[config.mk]
export PLATFORM = sky130hd
export DESIGN_NAME = keypad_scanner
export DESIGN_NICKNAME = d
export VERILOG_FILES = /design/src/rtl/keypad_pkg.sv /design/src/rtl/keypad_sync.sv /design/src/rtl/keypad_scanner.sv
export SDC_FILE = /design/constraint.sdc
export NUM_CORES = 1
export LEC_CHECK = 0
export CORE_MARGIN = 5
export CORE_UTILIZATION = 61
export DETAILED_ROUTE_END_ITERATION = 10
export HOLD_SLACK_MARGIN = 0.08
export PLACE_DENSITY = 0.86
export SLEW_MARGIN = 40
export SYNTH_ARGS = -nofsm -noshare
export SYNTH_HDL_FRONTEND = slang
export SYNTH_SLANG_ARGS = --single-unit
[constraint.sdc]
create_clock -name clk -period 10.1 [get_ports clk]
set_input_delay 2.02 -clock clk [delete_from_list [all_inputs] [get_ports clk]]
set_output_delay 2.02 -clock clk [all_outputs]
set_load 0.02 [all_outputs]
[src/rtl/keypad_pkg.sv]
// Shared types and the key map for the 4x4 matrix keypad scanner.
package keypad_pkg;

    typedef logic [3:0] keycode_t;

    typedef enum logic [1:0] {NONE, SINGLE, MULTI} scan_res_t;

    typedef enum logic {RELEASED, PRESSED} state_t;

    // Indexed [row][col]; row 3 carries '*' as E and '#' as F.
    localparam keycode_t KEYMAP [4][4] = '{
        '{4'h1, 4'h2, 4'h3, 4'hA},
        '{4'h4, 4'h5, 4'h6, 4'hB},
        '{4'h7, 4'h8, 4'h9, 4'hC},
        '{4'hE, 4'h0, 4'hF, 4'hD}
    };

endpackage

[src/rtl/keypad_sync.sv]
// Two-flop synchronizer; resets to all-ones, which is the idle level of
// pulled-up column lines.
module keypad_sync #(
    parameter int W = 4
) (
    input  logic         clk,
    input  logic         rst_n,
    input  logic [W-1:0] d,
    output logic [W-1:0] q
);

    logic [W-1:0] ff1_q, ff2_q;

    // Two back-to-back stages to settle metastability on the async inputs.
    always_ff @(posedge clk) begin
        if (!rst_n) begin
            ff1_q <= '1;
            ff2_q <= '1;
        end else begin
            ff1_q <= d;
            ff2_q <= ff1_q;
        end
    end

    assign q = ff2_q;

endmodule

[src/rtl/keypad_scanner.sv]
// 4x4 active-low keypad scanner: row scan, per-scan debounce, press/release
// FSM and valid/ready key output.
// Optional: KEYPAD_DIGIT_SHIFT_EN builds a 4-digit shift register of
// consumed keys on the digits output; otherwise digits is tied to zero.
module keypad_scanner
    import keypad_pkg::*;
#(
    parameter int SCAN_DIV       = 32768,
    parameter int DEBOUNCE_SCANS = 4
) (
    input  logic        clk,
    input  logic        rst_n,
    output logic [3:0]  rows,
    input  logic [3:0]  cols,
    output logic [3:0]  key_code,
    output logic        key_valid,
    input  logic        key_ready,
    output logic        key_held,
    output logic        overrun,
    output logic [15:0] digits
);

    localparam int             DW         = $clog2(SCAN_DIV);
    localparam logic [DW-1:0]  DWELL_LAST = DW'(SCAN_DIV - 1);
    localparam logic [3:0]     DEB_MAX    = 4'(DEBOUNCE_SCANS);

    logic [3:0] cols_s;

    keypad_sync #(.W(4)) u_cols_sync (
        .clk   (clk),
        .rst_n (rst_n),
        .d     (cols),
        .q     (cols_s)
    );

    logic [DW-1:0] dwell_q, dwell_d;
    logic [1:0]    row_q, row_d;
    logic [3:0]    rows_q, rows_d;
    logic [1:0]    hits_q, hits_d;      // closed keys so far this scan, saturating at 2
    keycode_t      hcode_q, hcode_d;    // first closed key seen this scan
    scan_res_t     prev_res_q, prev_res_d;
    keycode_t      prev_code_q, prev_code_d;
    logic [3:0]    stable_q, stable_d;
    state_t        state_q, state_d;
    keycode_t      key_code_q, key_code_d;
    logic          key_valid_q, key_valid_d;
    logic          key_held_q, key_held_d;
    logic          overrun_q, overrun_d;

    logic [2:0]    row_hits, sum;
    keycode_t      row_code, acc_code;
    scan_res_t     res;
    logic          emit;

    // Next-state logic: scan timing, hit accumulation, debounce, FSM, handshake.
    always_comb begin
        dwell_d     = (dwell_q == DWELL_LAST) ? '0 : dwell_q + DW'(1);
        row_d       = row_q;
        hits_d      = hits_q;
        hcode_d     = hcode_q;
        prev_res_d  = prev_res_q;
        prev_code_d = prev_code_q;
        stable_d    = stable_q;
        state_d     = state_q;
        key_code_d  = key_code_q;
        key_valid_d = key_valid_q;
        overrun_d   = overrun_q;
        emit        = 1'b0;
        res         = NONE;

        // Closed keys on the currently driven row.
        row_hits = 3'd0;
        row_code = 4'h0;
        for (int c = 0; c < 4; c++) begin
            if (!cols_s[c]) begin
                if (row_hits == 3'd0) row_code = KEYMAP[row_q][c];
                row_hits = row_hits + 3'd1;
            end
        end
        sum      = {1'b0, hits_q} + row_hits;
        acc_code = (hits_q != 2'd0) ? hcode_q : row_code;

        if (dwell_q == DWELL_LAST) begin
            row_d = row_q + 2'd1;
            if (row_q == 2'd3) begin
                // End of a full scan: classify, debounce, then run the FSM.
                hits_d  = 2'd0;
                hcode_d = 4'h0;
                if (sum == 3'd0)      res = NONE;
                else if (sum == 3'd1) res = SINGLE;
                else                  res = MULTI;

                if (res == MULTI)
                    stable_d = 4'd0;
                else if (res == prev_res_q && (res == NONE || acc_code == prev_code_q))
                    stable_d = (stable_q == DEB_MAX) ? DEB_MAX : stable_q + 4'd1;
                else
                    stable_d = 4'd1;
                prev_res_d  = res;
                prev_code_d = (res == SINGLE) ? acc_code : 4'h0;

                case (state_q)
                    RELEASED: if (res == SINGLE && stable_d == DEB_MAX) begin
                        state_d = PRESSED;
                        emit    = 1'b1;
                    end
                    PRESSED:  if (res == NONE && stable_d == DEB_MAX)
                        state_d = RELEASED;
                    default:  state_d = RELEASED;
                endcase
            end else begin
                hits_d  = (sum >= 3'd2) ? 2'd2 : sum[1:0];
                hcode_d = acc_code;
            end
        end

        rows_d = ~(4'b0001 << row_d);

        if (key_valid_q && key_ready) key_valid_d = 1'b0;
        if (emit) begin
            if (!key_valid_q || key_ready) begin
                key_code_d  = acc_code;
                key_valid_d = 1'b1;
            end else begin
                overrun_d = 1'b1;
            end
        end
        key_held_d = (state_d == PRESSED);
    end

    // State registers with synchronous reset.
    always_ff @(posedge clk) begin
        if (!rst_n) begin
            dwell_q     <= '0;
            row_q       <= 2'd0;
            rows_q      <= 4'b1110;
            hits_q      <= 2'd0;
            hcode_q     <= 4'h0;
            prev_res_q  <= NONE;
            prev_code_q <= 4'h0;
            stable_q    <= 4'd0;
            state_q     <= RELEASED;
            key_code_q  <= 4'h0;
            key_valid_q <= 1'b0;
            key_held_q  <= 1'b0;
            overrun_q   <= 1'b0;
        end else begin
            dwell_q     <= dwell_d;
            row_q       <= row_d;
            rows_q      <= rows_d;
            hits_q      <= hits_d;
            hcode_q     <= hcode_d;
            prev_res_q  <= prev_res_d;
            prev_code_q <= prev_code_d;
            stable_q    <= stable_d;
            state_q     <= state_d;
            key_code_q  <= key_code_d;
            key_valid_q <= key_valid_d;
            key_held_q  <= key_held_d;
            overrun_q   <= overrun_d;
        end
    end

    assign rows      = rows_q;
    assign key_code  = key_code_q;
    assign key_valid = key_valid_q;
    assign key_held  = key_held_q;
    assign overrun   = overrun_q;

`ifdef KEYPAD_DIGIT_SHIFT_EN
    logic [15:0] digits_q, digits_d;

    // Shift each consumed key in as the newest digit.
    always_comb begin
        digits_d = digits_q;
        if (key_valid_q && key_ready) digits_d = {digits_q[11:0], key_code_q};
    end

    // Digit history register.
    always_ff @(posedge clk) begin
        if (!rst_n) digits_q <= 16'h0000;
        else        digits_q <= digits_d;
    end

    assign digits = digits_q;
`else
    assign digits = 16'h0000;
`endif

endmodule

==> metrics.csv, run 1 <==
metric,value,unit
status,"finished, final reports clean",
port_buffers,17,
drtPass1Iterations,4,
grt_use_met2,34.4,%
maxSlewViolCount,0,
clkSinkCount,52,
path_class,register to register,
core_area,4790,um^2
rsz0062_at_grt,false,
drtIter0Drc,187,
cts_tree,done,
p_comb_share,11.8,%
vias_per_cell,5.69,
switchingPower,0.0977,mW
clk_latency,300,ps
dp_cells,431,
final_cell_mix,"dfxtp_1, nor2_1, a21oi_1, nand2_1",
holdCritPathClass,register to register,
grt_overflow,0,
grt_antenna_before_repair,0,
met3_usage,3.36,%
io_pins,34,
min_period_over_period,40.5,%
finalNonFillerCells,439,
yosys_warnings,0,
setup_viol,0,
end_kind,register,
async_reset_ff_share,0,%
ctsResizeCount,0,
cp.required,10270,ps
htree_levels,2,
layout_commonest_cell,dfxtp_1,
drt_drc_violations_left,0,
cts-root-buf,clkbuf_8,
cp_max_fo,11,
initial_core_util,63.3,%
ys_ff_latch,52,
leakage,1.29,nW
yosys.area_share.adder,6.85,%
cp_top_family,simple AND/OR/NAND/NOR gates,
nFillCells,382,
slew_headroom,51.0,%
synth_top_family_by_area,simple AND/OR/NAND/NOR gates,
critPathArrivalTime,4270,ps
p_seq_share,53.3,%
critical-path-max-stage-delay,510,ps
synth_edf_count,0,
syn_area_per_cell,8.42,um^2
grt_use_met1,25.2,%
synth_ff_type,dfxtp_1,
post_cts_buffers,0,
hold_buffers,0,
gp_congestion,0.849,
skew,12.2,ps
clock_path_buffers,2,
crit_chain,inv_1 > ha_1 > xnor2_1 > inv_1 > ha_1 > nor2_1 > a21oi_1 > fa_1 > xnor3_1 > nor4_1 > buf_4 > nor4b_2 > nand2b_1 > nor3_1 > a211oi_1,
power.internal,0.296,mW
drive_above_1_share,6.72,%
dieHeight,80.5,um
clkPwrFrac,34.9,%
grt_first_pass_wirelength,10400,um
path_buf_inv,3,
ys_types,64,
grt_pass1_vias,2306,
synth_area,3030,um^2
row_count,25,
ir_worst_vdd,0.0000915,V
worst_slew_pin_slew,731,ps
drt-wirelength-per-cell,13.7,um
synth_compound_area_share,16.5,%
cp_slowest_cell,dfxtp_1,
nNetsFinal,394,
dieArea,6480,um^2
setup_tns,0,ps
routed_wl,6010,um
cts_made_buffers,5,
hpwl,4440,um
grt-busiest-layer,met2,
via_count,2498,
maxCapViolations,0,
clk_pin_slew,100,ps
syn_inst,360,
synth-simple-area-share,27.4,%
drtAntennaViolNets,0,
crit_path_start_kind,register,
grt_start_max_net_pins,27,
power_density,120,nW/um^2
die_x,80.5,um
ys_seq_area_share,34.3,%
diodes,0,
switching_share,24.8,%
hold_viol,0,
synth_mux_area_share,0.991,%
fmax,244,MHz
synth-xor-area-share,5.65,%
fin_crit,4090,ps
grt_use_total,19.7,%
syn_to_final_growth,7.80,%
## metrics by stage
step / power, mW / worst slack (ps) / utilization, % / hold WS [ps] / area (um^2)
6_report: 0.394 / 6010 / 68.3 / 416 / 3270
5_1_grt: 0.411 / 5660 / 68.3 / 427 / 3270
4_1_cts: 0.395 / 6040 / 68.3 / 417 / 3270
3_5_place_dp: 0.260 / 5780 / 66.0 / 396 / 3160
3_3_place_gp: 0.259 / 5820 / 66.0 / 390 / 3160
2_1_floorplan: 0.256 / 6550 / - / 386 / 3090
## worst reg2reg max path: stages (launching register included)
cell      delay [ps]
dfxtp_1          510
inv_1             90
ha_1             350
xnor2_1          280
inv_1             80
ha_1             300
nor2_1           100
a21oi_1           60
fa_1             410
xnor3_1          410
nor4_1           240
buf_4            220
nor4b_2          380
nand2b_1         160
nor3_1           260
a211oi_1         110
## flip-flops by register name, summed over array words and instances (netlist names), 2 cells and up
signal,count
u_cols_sync.ff1_q,4
hcode_q,4
row_q,2
prev_res_q,2
key_code,4
u_cols_sync.q,4
stable_q,4
hits_q,2
dwell_q,15
rows,4
prev_code_q,4
## cell families (layout without fill, tap and decap cells)
logic type	Yosys count	in the layout
AO/OA/AOI/OAI	73	73
XOR/XNOR	18	18
adder cells (fa/ha/maj)	16	16
buffers and inverters	44	41
flip-flops	52	52
multiplexers	3	3
other	1	16
AND/OR/NAND/NOR	153	153
## routing by layer
layer  vias to the layer above  share of wire (%)
met5                         -                  0
met4                         0                1.4
met3                        14                5.4
met2                        83                 48
met1                      1145                 45
li1                       1256                  -
## Yosys cell counts (all sizes together) (9+ instances only)
master / count / area (um^2)
nand2b: 17 / 106
xnor2: 9 / 78.8
nand2: 26 / 97.6
clkbuf: 9 / 33.8
ha: 15 / 188
nand3: 9 / 50.1
a21oi: 27 / 139
dfxtp: 52 / 1040
nor2: 38 / 145
buf: 20 / 155
inv: 14 / 52.6
nor3: 9 / 56.3
o21ai: 11 / 55.1
or3: 9 / 61.3
## path summary, 6_finish.rpt
kind | from | endpoint | slack (ps) | cells past startpoint
setup / recovery | u_cols_sync.q[0] | key_code[0] | 6010 | 15
hold / removal | u_cols_sync.ff1_q[3] | u_cols_sync.q[3] | 420 | 1
setup reg to reg | u_cols_sync.q[0] | key_code[0] | 6010 | 15
hold reg to reg | u_cols_sync.ff1_q[3] | u_cols_sync.q[3] | 420 | 1
## power by group through the flow
stage               Combinational, mW  Sequential, mW  Clock (mW)
detailed placement             0.0453           0.214           0
floorplan                      0.0423           0.214           0
global placement               0.0446           0.214           0
finish                         0.0465           0.210       0.137
CTS                            0.0459           0.210       0.140
global route                   0.0512           0.210       0.150
## cell type report
cell class | instances | area (um^2) | area share [%]
inverter | 15 | 56.3 | 1.72
multi-input combinational | 279 | 1800 | 55.1
clock buffer | 6 | 72.6 | 2.22
sequential | 52 | 1040 | 31.9
clock inverter | 2 | 35.0 | 1.07
timing repair buffer | 18 | 178 | 5.44
tap | 67 | 83.8 | 2.57
Note: power is estimated with default switching activity, not from simulation.
==> run 2, diff against run 1 <==
--- a/config.mk
+++ b/config.mk
@@ -6,10 +6,10 @@
 export NUM_CORES = 1
 export LEC_CHECK = 0
 export CORE_MARGIN = 5
-export CORE_UTILIZATION = 61
+export CORE_UTILIZATION = 51
 export DETAILED_ROUTE_END_ITERATION = 10
 export HOLD_SLACK_MARGIN = 0.08
-export PLACE_DENSITY = 0.86
+export PLACE_DENSITY = 0.76
 export SLEW_MARGIN = 40
 export SYNTH_ARGS = -nofsm -noshare
 export SYNTH_HDL_FRONTEND = slang
==> constraint.sdc (replaced) <==
create_clock -name clk -period 3.3 [get_ports clk]
set_input_delay 0.66 -clock clk [delete_from_list [all_inputs] [get_ports clk]]
set_output_delay 0.66 -clock clk [all_outputs]
set_load 0.02 [all_outputs]
==> run 2 against run 1 <==
  * Final cell count rose by 3.9%
  * Clock-buffer cell count down 1
  * Sequential cell count did not move
  * Register-to-register slack got worse by 5900 ps
  * Sequential power grew to 3.1 times the previous value
  * Final area increased by 5.1%
  * Power increased to 3.0 times the previous value
  * Global-route usage fell by 2.3 points
  * Highest routed layer unchanged
  * Combinational power grew to 3.6 times the previous value
==> metrics.csv, run 2 (synthesis results as in run 1) <==
metric,value,unit
status,"finished, final reports clean",
fin_crit,3150,ps
largest_reg_flops,15,
core_area,5850,um^2
grt_antenna_before_repair,0,
slew_headroom,54.7,%
cp.required,3510,ps
io_pins,34,
clk_latency,310,ps
cp_max_fo,6,
rsz0062_at_grt,false,
leakage,1.34,nW
drtIter0Drc,196,
cts_tree,done,
timing.rr.start,u_cols_sync.q[0],
grt_use_total,17.4,%
port_buffers,17,
clock_path_buffers,2,
holdCritPathClass,register to register,
grt_pass1_vias,2327,
final_cell_mix,"dfxtp_1, nor2_1, nand2_1, a21oi_1",
layout_commonest_cell,dfxtp_1,
top_layer,met4,
hold_viol,0,
post-place-ws,-86.2,ps
postPlaceCellArea,3280,um^2
setup_tns,0,ps
routed_wl,6380,um
drtAntennaViolNets,0,
dieHeight,87.1,um
seq_area,1040,um^2
multiInputGateArea,1900,um^2
cts-root-buf,clkbuf_8,
end_kind,register,
critPathArrivalTime,3360,ps
hp-start,u_cols_sync.ff1_q[2],
crit_path_start_kind,register,
stdcell_area,3440,um^2
maxSlewViolCount,0,
die_x,87.1,um
clk_pin_slew,100,ps
regMostFlops,dwell_q,
nNetsFinal,403,
drive_above_1_share,12.6,%
skew,12.6,ps
clkSinkCount,52,
startpoint,u_cols_sync.q[0],
diodes,0,
met1_length,2940,um
ir_worst_vdd,0.000250,V
drtPass1Iterations,4,
dieArea,7590,um^2
setup_viol,0,
gp_congestion,0.860,
initial_core_util,51.8,%
row_count,28,
power_density,348,nW/um^2
min_period_over_period,95.3,%
post_cts_buffers,0,
cts_made_buffers,5,
maxCapViolations,0,
grt_first_pass_wirelength,10700,um
drt-wirelength-per-cell,14.0,um
grt_start_max_net_pins,23,
hold_buffers,0,
htree_levels,2,
drt_drc_violations_left,0,
worst_slew_pin_slew,677,ps
path_class,register to register,
via_count,2502,
syn_to_final_growth,13.3,%
met2_length,3110,um
nFillCells,501,
vias_per_cell,5.49,
utilization,58.7,%
hpwl,4690,um
wl_met3,271,um
fmax,318,MHz
grt_overflow,0,
setup_ws,154,ps
run 2: power by group:
group	switching, mW	internal [mW]
registers	0.00594	0.635
clock network	0.233	0.155
logic	0.105	0.0629
run 2: worst max-delay path: stages, from the launching register on:
cell and delay (ps):
dfxtp_1 340, inv_1 70, ha_4 260, xnor2_4 190, inv_1 60, ha_1 300
nor2_2 120, a21oi_2 50, fa_2 340, xnor3_2 290, nor2_4 160, xnor2_2 170
nor3_4 100, buf_4 170, a21o_1 180, a311oi_1 270
run 2: metrics by stage:
stage / hold slack, ps / instances / power (mW)
after floorplan: 386 / 375 / 0.789
after global placement: 394 / 448 / 0.809
after detailed placement: 392 / 448 / 0.812
after CTS: 417 / 456 / 1.20
after global routing: 443 / 456 / 1.24
final: 416 / 456 / 1.20
run 2: cell type report:
cell class / instances / area share [%]
Multi-Input combinational cell: 279 / 55.4
Inverter: 15 / 1.64
Sequential cell: 52 / 30.3
Clock buffer: 5 / 2.00
Clock inverter: 3 / 0.728
Timing Repair Buffer: 27 / 7.14
Tap cell: 75 / 2.73
run 2: routing by layer:
metal / vias up / global-route usage [%]
li1: 1272 / -
met1: 1172 / 22.3
met2: 51 / 29.8
met3: 7 / 3.41
met4: 0 / 4.74
met5: - / 0
run 2: path summary, 6_finish.rpt:
kind	endpoint	slack (ps)	depth (start not counted)
setup reg to reg	key_held	150	15
hold / removal	u_cols_sync.q[2]	420	1
setup / recovery	key_held	150	15
hold reg to reg	u_cols_sync.q[2]	420	1
run 2: timing repair:
action,CTS,global route
pin swaps,0,7
cloned,0,0
gates resized for setup,2,12
endpoints found under the setup margin,4,10
